$ cat config.mk
export PLATFORM = sky130hd
export DESIGN_NAME = gate_function_identifier
export DESIGN_NICKNAME = d
export VERILOG_FILES = /design/src/rtl/gate_function_identifier.sv
export SDC_FILE = /design/constraint.sdc
export NUM_CORES = 1
export LEC_CHECK = 0
export BUFFER_PORTS_ARGS = -buffer_cell sky130_fd_sc_hd__buf_2
export CORE_ASPECT_RATIO = 0.8
export CORE_MARGIN = 8
export CORE_UTILIZATION = 50
export DETAILED_ROUTE_END_ITERATION = 10
export PLACE_DENSITY = 0.73
export SYNTH_ARGS = -nofsm -noshare
export SYNTH_HDL_FRONTEND = slang
export SYNTH_SLANG_ARGS = --single-unit
export TNS_END_PERCENT = 20
$ cat constraint.sdc
create_clock -name clk -period 1.8 [get_ports clk]
set_clock_uncertainty 0.15 [all_clocks]
set_input_delay 0.27 -clock clk [delete_from_list [all_inputs] [get_ports clk]]
set_output_delay 0.27 -clock clk [all_outputs]
set_load 0.02 [all_outputs]
$ cat src/rtl/gate_function_identifier.sv
// Identifies the function of a 2-input black-box unit by probing all four (a,b)
// patterns, capturing its truth table and decoding it back to the 3-bit select.
module gate_function_identifier #(
    parameter int unsigned SETTLE = 1
) (
    input  logic       clk,
    input  logic       rst_n,
    input  logic       start,
    input  logic       probe_out,
    output logic       probe_a,
    output logic       probe_b,
    output logic       busy,
    output logic       done,
    output logic [2:0] sel_code,
    output logic       match,
    output logic       ambiguous,
    output logic [3:0] truth_table
);

    localparam logic [7:0] SETTLE_C = 8'(SETTLE);

    typedef enum logic [1:0] {
        IDLE = 2'd0,
        RUN  = 2'd1,
        DONE = 2'd2
    } state_t;

    state_t     r_state;
    logic [1:0] r_idx;
    logic [7:0] r_cnt;
    logic [3:0] w_tt_next;

    // Returns {ambiguous, match, sel_code}; NAND maps to the lowest of its two codes.
    function automatic logic [4:0] decode_table(input logic [3:0] tt);
        logic [4:0] res;
        case (tt)
            4'b0011: res = {1'b0, 1'b1, 3'd0};
            4'b0001: res = {1'b0, 1'b1, 3'd1};
            4'b1000: res = {1'b0, 1'b1, 3'd2};
            4'b1110: res = {1'b0, 1'b1, 3'd3};
            4'b0110: res = {1'b0, 1'b1, 3'd4};
            4'b1001: res = {1'b0, 1'b1, 3'd5};
            4'b0111: res = {1'b1, 1'b1, 3'd6};
            default: res = 5'b0_0000;
        endcase
        return res;
    endfunction

    // Table as it will look once the current pattern's sample is folded in.
    always_comb begin
        w_tt_next        = truth_table;
        w_tt_next[r_idx] = probe_out;
    end

    // Probe sequencer, sampler and result registers.
    always_ff @(posedge clk or negedge rst_n) begin
        if (!rst_n) begin
            r_state     <= IDLE;
            r_idx       <= 2'd0;
            r_cnt       <= 8'd0;
            probe_a     <= 1'b0;
            probe_b     <= 1'b0;
            busy        <= 1'b0;
            done        <= 1'b0;
            sel_code    <= 3'd0;
            match       <= 1'b0;
            ambiguous   <= 1'b0;
            truth_table <= 4'd0;
        end else begin
            case (r_state)
                IDLE: begin
                    done <= 1'b0;
                    if (start) begin
                        r_state     <= RUN;
                        r_idx       <= 2'd0;
                        r_cnt       <= 8'd0;
                        truth_table <= 4'd0;
                        busy        <= 1'b1;
                        probe_a     <= 1'b0;
                        probe_b     <= 1'b0;
                    end else begin
                        r_state <= IDLE;
                    end
                end
                RUN: begin
                    if (r_cnt != SETTLE_C) begin
                        r_cnt <= r_cnt + 8'd1;
                    end else begin
                        r_cnt       <= 8'd0;
                        truth_table <= w_tt_next;
                        if (r_idx != 2'd3) begin
                            r_idx              <= r_idx + 2'd1;
                            {probe_a, probe_b} <= r_idx + 2'd1;
                        end else begin
                            {ambiguous, match, sel_code} <= decode_table(w_tt_next);
                            r_idx   <= 2'd0;
                            busy    <= 1'b0;
                            done    <= 1'b1;
                            probe_a <= 1'b0;
                            probe_b <= 1'b0;
                            r_state <= DONE;
                        end
                    end
                end
                DONE: begin
                    done    <= 1'b0;
                    r_state <= IDLE;
                end
                default: begin
                    r_state <= IDLE;
                    busy    <= 1'b0;
                    done    <= 1'b0;
                    probe_a <= 1'b0;
                    probe_b <= 1'b0;
                end
            endcase
        end
    end

endmodule

* Yosys cells after proc, flatten, opt, wreduce, memory -nomap -nowiden
Cells that the tools add are included.
** Storage, ports and cells
- Register bits after elaboration :: 25
- Bits of input ports :: 4
- Logic and storage cells :: 73
** Operators by class
- $add $sub $neg :: 2
- Order comparisons :: 2
- Equality and inequality tests :: 14
- Mux-type cells :: 32
- Bitwise operators :: 3
- Reduce and logical (&&, ||, !) cells :: 9
** Operators with widths (count)
- case mux 5 bit (7 select lines) :: 1
- two-way mux 8 bit :: 2
- case mux 8 bit (2 select lines) :: 1
- two-way mux 1 bit :: 13
- equality test 4 bit, second input constant :: 3
- two-way mux 2 bit :: 5
- case mux 1 bit (3 select lines) :: 3
- AND reduction 3 bit :: 3
- adder 8 x 1 -> 8 bit, second input constant :: 1
- equality test 4 x 3 -> 1 bit, second input constant :: 2
- two-way mux 4 bit :: 2
- != test 2 bit, second input constant :: 4
- != test 8 x 1 -> 1 bit, second input constant :: 1
- case mux 2 bit (2 select lines) :: 2
- case mux 4 bit (2 select lines) :: 1
- bitwise mux 4 bit :: 1
- equality test 4 x 1 -> 1 bit, second input constant :: 1
- equality test 4 x 2 -> 1 bit, second input constant :: 1
- AND reduction 2 bit :: 2
- AND reduction 4 bit :: 1
- less-than comparator 2 x 3 -> 1 bit, second input constant :: 1
- inverter 1 bit :: 3
- adder 2 x 1 -> 2 bit, second input constant :: 1
- demux 1 bit (select 2 bit) :: 1
- other kinds (6) :: 6

* Logic depth before layout (Yosys ltp)
Gate-level depths: netlist (run 1).
- Depth after elaboration :: 7
- Depth in mapped cells :: 7
- Mapped depth without buffers :: 6

* Worst setup path after synthesis (run 1)
Ideal clock, no wire load.
- Path kind :: reg2reg
- Start point :: register r_idx[0]
- End point :: register match
- Setup time :: 0.077 ns
- Data arrival time :: 1.545 ns
- Data required time :: 1.573 ns
- Path slack :: 0.028 ns
- Stages on the path, launching flop included :: 7
- Period minus slack after synthesis :: 1.772 ns
- Path through :: dfrtp_1 inv_1 ha_1 mux2i_1 nand2b_1 a311o_1 o21ai_1
** On the way
- Cells in the longest elaborated chain, start to end :: 7
- Elaborated cells between the ends (all ways) :: 17
** RTL lines
- start: declaration :: RTL line 29 : logic [1:0] r_idx;
- start signal: assignment :: RTL line 92 : r_idx <= r_idx + 2'd1;
- less-than comparator 2 x 3 -> 1 bit (implied by the code) or greater-or-equal comparator 2 x 1 -> 1 bit (tied branches) :: RTL line 52 : w_tt_next[r_idx] = probe_out;
- logical AND 1 bit (implied by the code) :: RTL line 52
- two-way mux 1 bit (implied by the code) :: RTL line 52
- demux 1 bit (select 2 bit) :: RTL line 52
- bitwise mux 4 bit :: RTL line 52
- equality test 4 x 3 -> 1 bit, or another cell as far along :: RTL line 36 : case (tt)
- case mux 5 bit (7 select lines) :: RTL line 36
- end signal: assignment :: RTL line 95 : {ambiguous, match, sel_code} <= decode_table(w_tt_next);
- end: declaration :: RTL line 15 : output logic match,
Parallel ways exist; a longest one is shown, timed or not.
A chain may end at the register's enable or synchronous reset.

* Worst setup path after layout (run 1)
- Start point :: register r_idx[1]
- End point :: register match
The elaborated chain is that of the path after synthesis.

==> metrics.md, run 1 <==
| Metric | Value |
|---|---|
| Status | finished, violations left |
| Violated checks | negative setup slack |
| Global-route usage over all layers | 0.151 |
| Worst vdd ir | about 0.80 mV |
| Initial drt markers | 81 |
| Worst Hold Class | input port to register |
| Initial antenna violation count | 0 |
| Post-synth top flop | dfrtp_1 |
| Largest net degree at the start of global routing | 25 |
| Clock latency on the worst-skew pair | about 0.33 ns |
| Antenna cell count | 0 |
| Post-synth EDFFs | 0 |
| Final-report setup violation count | 3 |
| Share of post-route cells with drive strength above 1 | 0.405 |
| Final ANT Viol Nets | 0 |
| Area delta synth->final | 33.2% |
| Syn_nets | between 100 and 150 |
| Rows | 16 |
| Vias in the first global route | between 1,000 and 1,500 |
| Area of the core | approximately 2400 um^2 |
| Register area share after synthesis | 0.467 |
| Most common cell after layout, fill and taps aside | dfrtp_1 |
| Worst Setup Path Type | register to register |
| Overflow after GRT | 0 |
| Per-cell routed wire length | 16.2 um |
| Final period utilization | 1.02 |
| Dpl hpwl | about 2200 um |
| Synth Cell Area | approximately 1300 um^2 |
| RePlAce Congestion | between 0.8 and 0.9 |
| Worst Path Arrival | 1.93 ns |
| Worst Setup End Kind | register |
| Layout net count | around 170 |
| Fmax achieved | about 540 MHz |
| Synthesis Warnings | 0 |
| Async set-reset flop share out of synthesis | 1.00 |
| Initial Util | 0.526 |
| Hold Violations, Final | 0 |
| Relative slew slack | 0.641 |
| Fin crit period | between 1.5 and 2 ns |
| Power Dens Cells | between 1500 and 2000 nW/um^2 |
| Number of top-level pins | 17 |
| Syn avg cell area | between 10 and 15 um^2 |
| Root buffer cell | clkbuf_4 |
| Fin. max-slew vios | 0 |
| Port bufs | 16 |
| Crit path max fanout | 4 |
| Worst setup SP type | register |
| Clk sinks | 24 |
| Commonest cells after routing, fill and taps aside | 23 x dfrtp_1, 16 x buf_2, 16 x buf_4 |
| Final std cells w/o fill | 194 |
| Via Count | 1,096 |
| Clk slew on worst S/H paths | between 0.1 and 0.15 ns |
| DRC Markers | 0 |
| Maxcap violations | 0 |
| Yosys cell types | 41 |
| Syn Inst Count | roughly 120 |
| Max H-tree Level | 1 |
| Yosys reg bits | 24 |
| WP data required | between 1.5 and 2 ns |
| First-pass GRT wire length | ~5200 um |
| Placed cells | ~190 |
| Clock Tree Buf Depth | 2 |
| Worst-Margin Slew | between 0.5 and 0.6 ns |
| DR pass1 iterations | 4 |
| CTS buffer count | 3 |
| RSZ-0062 raised after global routing | yes |
| CTS tree | built |
| Die width | between 70 and 80 um |
| Setup WS post-layout | -0.0386 ns |
| Post-Route WL | approximately 3100 um |
| Setup TNS | -0.0723 ns |
| Vias/cell | 5.65 |
| Cell leakage power | between 0.7 and 0.8 nW |
| Die H | approximately 60 um |
| Die ar. | approximately 4500 um^2 |
==> power breakdown <==
group,total [mW],leakage (nW),switching [mW],internal (mW)
logic,1.57,0.460,0.771,0.797
clock network,0.292,0.0210,0.168,0.124
registers,0.942,0.298,0.200,0.742
total,2.80,0.780,1.14,1.66
==> metrics by stage <==
stage                     total power, mW   util  hold slack (ns)  setup WS [ns]  area [um^2]
after floorplan                      1.68      -           -0.176         0.0276         1280
after global placement               2.13  0.626            0.131         0.0145         1530
after detailed placement             2.19  0.626            0.142        -0.0621         1530
after CTS                            2.75  0.695            0.213        -0.0275         1700
after global routing                 2.99  0.701            0.215        -0.0723         1710
final                                2.80  0.701            0.212        -0.0386         1710
==> worst max-delay path, cell delays in order (launching register included) <==
cell and delay, ns:
dfrtp_2 0.50, ha_4 0.19, mux2i_4 0.20, buf_6 0.13, and3_1 0.13, a311o_1 0.32
o21ai_1 0.13
==> cell families (layout without fill, tap and decap cells) <==
kind of cell	count (synthesis)	in the layout	synth area share
fa+ha+maj	6	6	0.0584
mux	8	8	0.0652
compound gates	33	33	0.175
flops	24	24	0.467
xor+xnor	1	1	0.00682
simple gates	41	41	0.196
buf+inv	8	45	0.0312
==> sequential cells by signal, indices dropped and copies added, names as in the netlist <==
register	count
busy	1
match	1
r_cnt	8
r_state	1
truth_table	4
probe_b	1
r_idx	2
done	1
sel_code	3
probe_a	1
ambiguous	1
==> worst paths after layout <==
check | from | end | slack [ns] | cells after the start
min in group asynchronous | rst_n | r_cnt[1] | 0.28 | 2
worst max register to register | r_idx[1] | match | -0.04 | 6
worst max-delay path | r_idx[1] | match | -0.04 | 6
worst min-delay path | start | busy | 0.21 | 4
worst min register to register | ambiguous | ambiguous | 0.36 | 1
max in group asynchronous | rst_n | r_idx[1] | 0.83 | 2
==> repair_timing <==
item | in CTS | in global routing
pin swaps | 4 | 3
setup buffers | 1 | 0
endpoints found under the setup margin | 5 | 8
endpoints found under the hold margin | 24 | 0
resized for setup | 25 | 4
hold buffers | 1 | 0
==> cells in the mapped netlist, types with 2 or more instances <==
cell type	count	share of area
dfrtp_1	24	0.47
nand2_1	8	0.023
a21oi_1	7	0.027
ha_1	6	0.058
o21ai_0	6	0.023
mux2i_1	5	0.039
nand3_1	5	0.019
nor2_1	5	0.015
inv_1	4	0.012
nand2b_1	4	0.019
o2bb2ai_1	4	0.027
a32o_1	3	0.023
and3_1	3	0.015
nor2b_1	3	0.015
a31oi_1	2	0.0097
buf_2	2	0.0078
mux2_1	2	0.018
nor3_1	2	0.0078
o21ai_1	2	0.0078
o22ai_1	2	0.0097
or3_1	2	0.0097
==> cell type report <==
| type | instances | area (um^2) |
|---|---|---|
| inverter | 4 | 17.5 |
| clock buffer | 4 | 36.3 |
| timing repair buffer | 37 | 255 |
| tap | 36 | 45.0 |
| fill | 189 | 731 |
| multi-input combinational | 89 | 756 |
| sequential | 24 | 602 |
==> routing by layer <==
layer	vias to the layer above	GRT usage	share of wire
met3	6	0.0374	0.055
met1	536	0.189	0.45
li1	522	-	-
met5	-	0	0
met2	32	0.257	0.49
met4	0	0.0369	0.011
No activity file was read; power rests on OpenSTA's default activity.
==> inputs of run 2 (changes only) <==
--- a/config.mk
+++ b/config.mk
@@ -8,2 +8,3 @@
 export BUFFER_PORTS_ARGS = -buffer_cell sky130_fd_sc_hd__buf_2
+export CAP_MARGIN = 20
 export CORE_ASPECT_RATIO = 0.8
==> constraint.sdc (replaced) <==
create_clock -name clk -period 1.8 [get_ports clk]
set_clock_uncertainty 0.15 [all_clocks]
set_input_delay 0.54 -clock clk [delete_from_list [all_inputs] [get_ports clk]]
set_output_delay 0.54 -clock clk [all_outputs]
set_load 0.02 [all_outputs]
==> metrics.md, run 2 (same netlist as run 1, synthesis figures left out) <==
| Metric | Value |
|---|---|
| Clock Tree Buf Depth | 2 |
| Crit path max fanout | 3 |
| Vias in the first global route | between 1,000 and 1,500 |
| Worst Setup End Kind | register |
| Per-cell routed wire length | around 16 um |
| Logic pwr share | 0.544 |
| Largest net degree at the start of global routing | 25 |
| First-pass GRT wire length | approximately 5000 um |
| Relative slew slack | 0.631 |
| Initial antenna violation count | 0 |
| Hold_ws | 0.0334 ns |
| Via Count | 1,069 |
| Maxcap violations | 0 |
| Area delta synth->final | 28.4% |
| Worst Hold Class | input port to asynchronous set/reset pin |
| Port bufs | 16 |
| Share of post-route cells with drive strength above 1 | 0.374 |
| Sequential power share | 0.349 |
| Die H | around 60 um |
| RSZ-0062 raised after global routing | yes |
| Antenna cell count | 0 |
| Worst path top cell family by delay | flip-flops |
| Setup WS post-layout | -0.0387 ns |
| Flop-to-flop setup slack | -0.04 ns |
| Top flop regs | r_cnt x8, truth_table x4, sel_code x3 |
| Worst Setup Path Type | register to register |
| RePlAce Congestion | 0.846 |
| Rows | 16 |
| Hold Violations, Final | 0 |
| Status | finished, violations left |
| Power Dens Cells | 1620 nW/um^2 |
| Commonest cells after routing, fill and taps aside | 23 x dfrtp_1, 16 x buf_2, 15 x buf_4 |
| Die width | slightly above 70 um |
| Most common cell after layout, fill and taps aside | dfrtp_1 |
| CP max stage cell | dfrtp_1 |
| CTS buffer count | 3 |
| Clock group share of total power | 0.107 |
| Final ANT Viol Nets | 0 |
| Die ar. | approximately 4500 um^2 |
| Fin. max-slew vios | 0 |
| Cell leakage power | roughly 0.76 nW |
| Root buffer cell | clkbuf_4 |
| Fin crit period | ~1.8 ns |
| Final period utilization | 1.02 |
| Fin util | 0.676 |
| Max H-tree Level | 1 |
| Overflow after GRT | 0 |
| Violated checks | negative setup slack |
| Fmax achieved | 544 MHz |
| CTS Hold Bufs | 0 |
| Number of top-level pins | 17 |
| DRC Markers | 0 |
| Max reg flops | 8 |
| Worst setup SP type | register |
| Largest stage delay on the critical path | between 0.4 and 0.5 ns |
| Largest Register | r_cnt |
| Worst vdd ir | 0.745 mV |
| Global-route usage over all layers | 0.145 |
| Most used cell, CP | buf_6 |
| P_int | about 1.6 mW |
| Crit-path cells | buf_6 > ha_4 > mux2i_4 > buf_6 > nor2b_1 > a311o_1 > o21ai_1 |
| CTS tree | built |
| Net Sw Frac | 0.407 |
| Worst slack, placed | -0.129 ns |
| Worst Path Arrival | between 1.5 and 2 ns |
| Setup TNS | -0.0946 ns |
| WP data required | 1.90 ns |
| Area of the core | ~2400 um^2 |
| NetSw | roughly 1.1 mW |
| Post-Route WL | 3070 um |
| Clk sinks | 24 |
| Worst path bufs/invs | 2 |
| DR pass1 iterations | 4 |
| Initial Util | 0.526 |
| Vias/cell | ~5.6 |
| Worst-Margin Slew | approximately 0.55 ns |
| Clk slew on worst S/H paths | 0.13 ns |
| Clock latency on the worst-skew pair | between 0.3 and 0.4 ns |
| Final-report setup violation count | 4 |
| Initial drt markers | 53 |
| Dpl hpwl | about 2200 um |
| Layout net count | around 170 |
-- run 2: changes by cell type in the layout (fill, tap and decap cells not counted), sizes merged --
cell / change
buf: -2
dlygate4sd3: -1
-- run 2: final timing paths --
check	from	end	cells after the start
max	r_idx[0]	match	7
min	rst_n	r_cnt[3]	1
max reg2reg	r_idx[0]	match	7
min in group clk	sel_code[0]	sel_code[0]	1
max in group asynchronous	rst_n	r_idx[1]	1
min reg2reg	sel_code[0]	sel_code[0]	1
-- run 2: per-layer routing --
metal  routed length, um  global-route usage  vias to the layer above
li1                    -                   -                      519
met5                   0                   0                        -
met3                 102              0.0358                        2
met1                1430               0.179                      529
met2                1530               0.246                       19
met4                  10              0.0426                        0
-- run 2: power groups by stage --
stage | logic, mW | clock network [mW] | registers (mW)
floorplan | 0.648 | 0 | 1.03
global placement | 1.21 | 0 | 0.901
detailed placement | 1.26 | 0 | 0.912
CTS | 1.32 | 0.297 | 0.910
global route | 1.58 | 0.311 | 0.963
finish | 1.45 | 0.286 | 0.932
-- run 2: timing repair --
action                     in CTS  in global routing
hold endpoints to repair        0                  0
setup buffers                   0                  0
setup endpoints to repair      10                 11
resized for setup               9                 12
pin swaps                       1                  3
-- run 2: metrics by stage --
stage               instance area (um^2)  std cells  power, mW
floorplan                           1280        121       1.68
global placement                    1520        187       2.11
detailed placement                  1520        187       2.18
CTS                                 1590        191       2.53
global route                        1650        191       2.85
finish                              1650        191       2.67
-- run 2: cell type report --
| class | instances | area [um^2] |
|---|---|---|
| Sequential cell | 24 | 602 |
| Multi-Input combinational cell | 89 | 726 |
| Fill cell | 195 | 792 |
| Tap cell | 36 | 45.0 |
| Timing Repair Buffer | 34 | 226 |
| Inverter | 4 | 15.0 |
| Clock buffer | 4 | 36.3 |
